[src/rtl/pipe_ctrl.sv]
// pipe_ctrl -- central pipeline controller for the 5-stage RV32 core.
//
// Turns per-stage hold requests and the EX-stage branch/jump result into the
// per-stage freeze vector, the fetch redirect and the front-stage flush. With
// PIPE_CTRL_IRQ_EN defined it also sequences interrupt entry: drain the pipe,
// save the resume PC into mepc, then redirect fetch to the trap vector.
// With PIPE_CTRL_IRQ_EN undefined the interrupt ports are ignored, the
// mepc/ack outputs are tied to 0 and the controller behaves as if always idle.
//
// Parameters:
//   DRAIN_CYCLES   minimum hold-free cycles spent draining EX/MEM (1..15)
//
// Ports:
//   clk             clock
//   rst_n           synchronous active-low reset
//   hold_id_i       load-use hazard in ID
//   hold_ex_i       multi-cycle EX op busy
//   hold_mem_i      data bus wait
//   ex_jump_flag_i  branch taken / jump resolved in EX
//   ex_jump_addr_i  target for ex_jump_flag_i
//   irq_i           level interrupt request
//   irq_en_i        global interrupt enable
//   irq_pc_i        PC of the instruction held in ID
//   mtvec_i         trap vector base
//   stall           per-stage freeze: [0] PC gen, [1] IF/PC, [2] IF/ID,
//                   [3] ID/EX, [4] EX/MEM, [5] MEM/WB
//   ctrl_jump_flag  redirect fetch this cycle
//   ctrl_jump_addr  redirect target
//   flush_o         squash IF/ID and ID/EX
//   mepc_we_o       one-cycle mepc write strobe
//   mepc_o          resume PC (0 when mepc_we_o is low)
//   irq_ack_o       one-cycle pulse when the trap redirect is taken
//   state_dbg       interrupt FSM state (0 IDLE, 1 DRAIN, 2 SAVE, 3 JUMP);
//                   always 0 when the interrupt logic is not built
//
// Handshake: there is no valid/ready pairing here; every output is a
// combinational function of the current inputs and the registered FSM state,
// valid in the same cycle the inputs are presented.

module pipe_ctrl #(
    parameter int DRAIN_CYCLES = 2
) (
    input  logic        clk,
    input  logic        rst_n,
    input  logic        hold_id_i,
    input  logic        hold_ex_i,
    input  logic        hold_mem_i,
    input  logic        ex_jump_flag_i,
    input  logic [31:0] ex_jump_addr_i,
    input  logic        irq_i,
    input  logic        irq_en_i,
    input  logic [31:0] irq_pc_i,
    input  logic [31:0] mtvec_i,
    output logic [5:0]  stall,
    output logic        ctrl_jump_flag,
    output logic [31:0] ctrl_jump_addr,
    output logic        flush_o,
    output logic        mepc_we_o,
    output logic [31:0] mepc_o,
    output logic        irq_ack_o,
    output logic [1:0]  state_dbg
);

    localparam logic [3:0] DRAIN_LIM = 4'(DRAIN_CYCLES);

    // A jump never fires while its EX instruction is frozen.
    logic jump_ok;
    assign jump_ok = ex_jump_flag_i & ~hold_ex_i & ~hold_mem_i;

    // Hold priority MEM > EX > ID. A taken jump flushes ID, which removes
    // the load-use pair, so hold_id is ignored when jump_ok is set.
    logic [5:0] hold_vec;
    always_comb begin
        hold_vec = 6'b000000;
        if (hold_mem_i) begin
            hold_vec = 6'b011111;
        end else if (hold_ex_i) begin
            hold_vec = 6'b001111;
        end else if (hold_id_i && !jump_ok) begin
            hold_vec = 6'b000111;
        end
    end

    // Pre-reset-mask output values.
    logic [5:0]  stall_c;
    logic        jump_flag_c;
    logic [31:0] jump_addr_c;
    logic        flush_c;
    logic        mepc_we_c;
    logic [31:0] mepc_c;
    logic        ack_c;

`ifdef PIPE_CTRL_IRQ_EN

    typedef enum logic [1:0] {
        S_IDLE  = 2'd0,
        S_DRAIN = 2'd1,
        S_SAVE  = 2'd2,
        S_JUMP  = 2'd3
    } state_t;

    state_t      state, state_nxt;
    logic [3:0]  cnt, cnt_nxt;
    logic        pend_v, pend_v_nxt;
    logic [31:0] pend_pc, pend_pc_nxt;

    logic [3:0] cnt_inc;
    logic       drain_adv;
    assign cnt_inc   = cnt + 4'd1;
    assign drain_adv = ~hold_ex_i & ~hold_mem_i;

    always_ff @(posedge clk) begin
        if (!rst_n) begin
            state   <= S_IDLE;
            cnt     <= 4'd0;
            pend_v  <= 1'b0;
            pend_pc <= 32'd0;
        end else begin
            state   <= state_nxt;
            cnt     <= cnt_nxt;
            pend_v  <= pend_v_nxt;
            pend_pc <= pend_pc_nxt;
        end
    end

    always_comb begin
        state_nxt   = state;
        cnt_nxt     = cnt;
        pend_v_nxt  = pend_v;
        pend_pc_nxt = pend_pc;
        stall_c     = hold_vec;
        jump_flag_c = jump_ok;
        jump_addr_c = jump_ok ? ex_jump_addr_i : 32'd0;
        flush_c     = jump_ok;
        mepc_we_c   = 1'b0;
        mepc_c      = 32'd0;
        ack_c       = 1'b0;

        case (state)
            S_IDLE: begin
                if (irq_i && irq_en_i) begin
                    state_nxt = S_DRAIN;
                    cnt_nxt   = 4'd0;
                end
            end

            S_DRAIN: begin
                stall_c = hold_vec | 6'b000111;
                if (jump_ok) begin
                    // The jump target becomes the resume PC; the newly
                    // redirected stream needs a full drain again.
                    pend_pc_nxt = ex_jump_addr_i;
                    pend_v_nxt  = 1'b1;
                    cnt_nxt     = 4'd0;
                end else if (drain_adv) begin
                    cnt_nxt = cnt_inc;
                    // Leave on the edge where the count reaches the limit,
                    // giving DRAIN_CYCLES hold-free cycles in DRAIN.
                    if (cnt_inc == DRAIN_LIM) begin
                        state_nxt = S_SAVE;
                    end
                end
            end

            S_SAVE: begin
                stall_c   = hold_vec | 6'b000111;
                mepc_we_c = 1'b1;
                mepc_c    = pend_v ? pend_pc : irq_pc_i;
                state_nxt = S_JUMP;
            end

            S_JUMP: begin
                // Trap redirect wins over any EX jump; the flush also kills
                // any load-use pair in ID.
                stall_c     = hold_mem_i ? 6'b011111 :
                              hold_ex_i  ? 6'b001111 : 6'b000000;
                jump_flag_c = 1'b1;
                jump_addr_c = mtvec_i;
                flush_c     = 1'b1;
                ack_c       = 1'b1;
                pend_v_nxt  = 1'b0;
                state_nxt   = S_IDLE;
            end

            default: begin
                state_nxt = S_IDLE;
            end
        endcase
    end

    assign state_dbg = state;

`else

    logic unused_irq;
    assign unused_irq = ^{irq_i, irq_en_i, irq_pc_i, mtvec_i, DRAIN_LIM, clk};

    always_comb begin
        stall_c     = hold_vec;
        jump_flag_c = jump_ok;
        jump_addr_c = jump_ok ? ex_jump_addr_i : 32'd0;
        flush_c     = jump_ok;
        mepc_we_c   = 1'b0;
        mepc_c      = 32'd0;
        ack_c       = 1'b0;
    end

    assign state_dbg = 2'd0;

`endif

    // While reset is asserted everything is frozen and no side effects leak.
    always_comb begin
        if (!rst_n) begin
            stall          = 6'b111111;
            ctrl_jump_flag = 1'b0;
            ctrl_jump_addr = 32'd0;
            flush_o        = 1'b0;
            mepc_we_o      = 1'b0;
            mepc_o         = 32'd0;
            irq_ack_o      = 1'b0;
        end else begin
            stall          = stall_c;
            ctrl_jump_flag = jump_flag_c;
            ctrl_jump_addr = jump_addr_c;
            flush_o        = flush_c;
            mepc_we_o      = mepc_we_c;
            mepc_o         = mepc_c;
            irq_ack_o      = ack_c;
        end
    end

endmodule

[config.mk]
export PLATFORM = sky130hd
export DESIGN_NAME = pipe_ctrl
export DESIGN_NICKNAME = d
export VERILOG_FILES = /design/src/rtl/pipe_ctrl.sv
export SDC_FILE = /design/constraint.sdc
export NUM_CORES = 1
export LEC_CHECK = 0
export BUFFER_PORTS_ARGS = -buffer_cell sky130_fd_sc_hd__buf_2
export CORE_AREA = 5 5 67 69
export DETAILED_ROUTE_END_ITERATION = 16
export DIE_AREA = 0 0 72 74
export PLACE_DENSITY = 0.77
export RECOVER_POWER = 100
export SYNTH_ARGS = -nofsm -noshare
export SYNTH_HDL_FRONTEND = slang
export SYNTH_SLANG_ARGS = --single-unit
export TNS_END_PERCENT = 50
[constraint.sdc]
create_clock -name vclk -period 1.2
set_input_delay 0.24 -clock vclk [all_inputs]
set_output_delay 0.24 -clock vclk [all_outputs]
set_load 0.02 [all_outputs]
==> metrics.txt <==
HP Class=in2out; number of diodes=0; startpoint types=input port; number of global-route vias before repair=555; PortBufs=77; Layout Nets=259; CP max FO=17; Tot GR Track Use=0.0558; Mean Syn Cell Area=7.12 um^2; fin crit period=1.37 ns; critical path class=in2out; post-synth cell types=9; FF/Latch Area=0 um^2; PwrDens=263 mW/mm^2; Final Hold Vio Count=0; via count=667; starting density of the core=0.150; CP Launch Point=hold_ex_i; layout cells sized above 1=0.595; Vias/cell=3.29; CLK BUF=0; row count=23; Slew Limit Fails=0; Period Utilization, post-route=1.14; grt ovf=0; failing checks=negative setup slack; die height=74 um; cells after synthesis=81; Fill cells=419; # setup viols final=37; # IOs=180; fmax=728 MHz; crit-path cells=buf_6, and4bb_4, clkbuf_16, and2_1, buf_6; Crit. path cell count=5; Seq Cell Count=0; status=complete, but fails checks; DIE WIDTH=72 um; hold_buf cts=0; Overall Power=291 uW; CP max stage cell=and4bb_4; LEAKAGE=0.000638 uW; Detailed Routing Iterations Pass 1=2; Critical Path AT=1.13 ns; VDD IR-drop max=0.0000860 V; ANT nets after route=0; first-pass GRT wire length=2520 um; Area Overhead vs Synth=92.2%; average routed wire per standard cell=9.82 um; Ys Warns=0; placed cells=202; DR iter-0 viols=1; Req. time, crit path=0.96 ns; RSZ-0062 raised after global routing=true; max-cap violation count=0; crit end category=output pin; Post-DP Area=863 um^2; Seq/Total Area, Yosys=0; critical path's largest stage delay=0.37 ns; residual DRC count=0; largest net degree at the start of global routing=35; final setup margin=-0.174 ns; Setup TNS=-5.53 ns; Post-DP HPWL=1560 um; critical path endpoint=ctrl_jump_addr[26]; area of the multi-input gates=408 um^2; drt total wl=1990 um; CP Buf/Inv Count=3; initial antenna violation count=0; core area=0.00386 mm^2; routability cong.=0.624; critical path's top delay family=simple AND/OR/NAND/NOR gates; most frequent CP cell=buf_6; DIE AREA=0.00533 mm^2; design area=0.00111 mm^2; Cell Count, Final, Fillers Out=203; Syn Std Cell Area=577 um^2
-- synthesized netlist by cell type --
cell type / count / share of area
conb_1: 1 / 0.0065
a21o_1: 1 / 0.013
inv_1: 2 / 0.013
and4bb_4: 1 / 0.028
buf_6: 3 / 0.059
or3b_1: 1 / 0.015
and2_1: 32 / 0.35
buf_4: 39 / 0.51
nand2b_1: 1 / 0.011
-- logic make-up after synthesis --
group,after synthesis,synth area share
AOI/OAI and AO/OA,1,0.0130
buffers and inverters,44,0.579
other,1,0.00650
and+or+nand+nor,35,0.401
-- worst min-delay path by stage --
stage,startpoint,end,cells after the start
after floorplan,rst_n,stall[5],1
after global placement,rst_n,stall[5],3
final,ex_jump_addr_i[31],ctrl_jump_addr[31],3
after global routing,ex_jump_addr_i[3],ctrl_jump_addr[3],3
after detailed placement,rst_n,stall[5],3
after CTS,ex_jump_addr_i[5],ctrl_jump_addr[5],3
-- layer usage --
metal	wire length [um]	vias to the layer above	GRT usage	part of all wire
li1	-	312	-	-
met5	0	-	0	0
met1	633	290	0.0644	0.32
met2	1040	65	0.112	0.52
met3	322	0	0.0108	0.16
met4	0	0	0	0
-- area by class of cell --
| cell class | count | share of cell area |
|---|---|---|
| well taps | 50 | 0.0564 |
| repair buffers | 79 | 0.569 |
| inverters | 2 | 0.00677 |
| multi-input cells | 72 | 0.368 |
-- what timing repair did --
action,4_1_cts,5_1_grt
gates cloned,0,1
setup endpoints to repair,37,37
buffers inserted,0,0
resized for setup,57,15
pin swaps,0,1
-- report_power, final --
part	switching [uW]	leakage (uW)	internal, uW
Clock	0	0	0
Sequential	0	0	0
Combinational	183	0.000638	108
-- metrics by stage --
stage,setup slack (ns),hold slack (ns),util
after floorplan,-0.0765,0.557,-
after global placement,-0.181,0.783,0.224
after detailed placement,-0.196,0.791,0.224
after CTS,-0.180,0.781,0.269
after global routing,-0.207,0.791,0.287
final,-0.174,0.780,0.287
-- cell usage in the layout (no fill, tap or decap) --
| master | instances |
|---|---|
| inv_1 | 2 |
| and2_4 | 8 |
| buf_2 | 41 |
| a21o_4 | 1 |
| and2_2 | 3 |
| and4bb_4 | 1 |
| buf_4 | 1 |
| clkbuf_16 | 1 |
| nand2b_1 | 1 |
| or3b_4 | 1 |
| buf_6 | 32 |
| buf_12 | 1 |
| conb_1 | 36 |
| clkbuf_1 | 2 |
| clkbuf_2 | 1 |
| and2_1 | 21 |
Power figures use the tool's default switching activity.
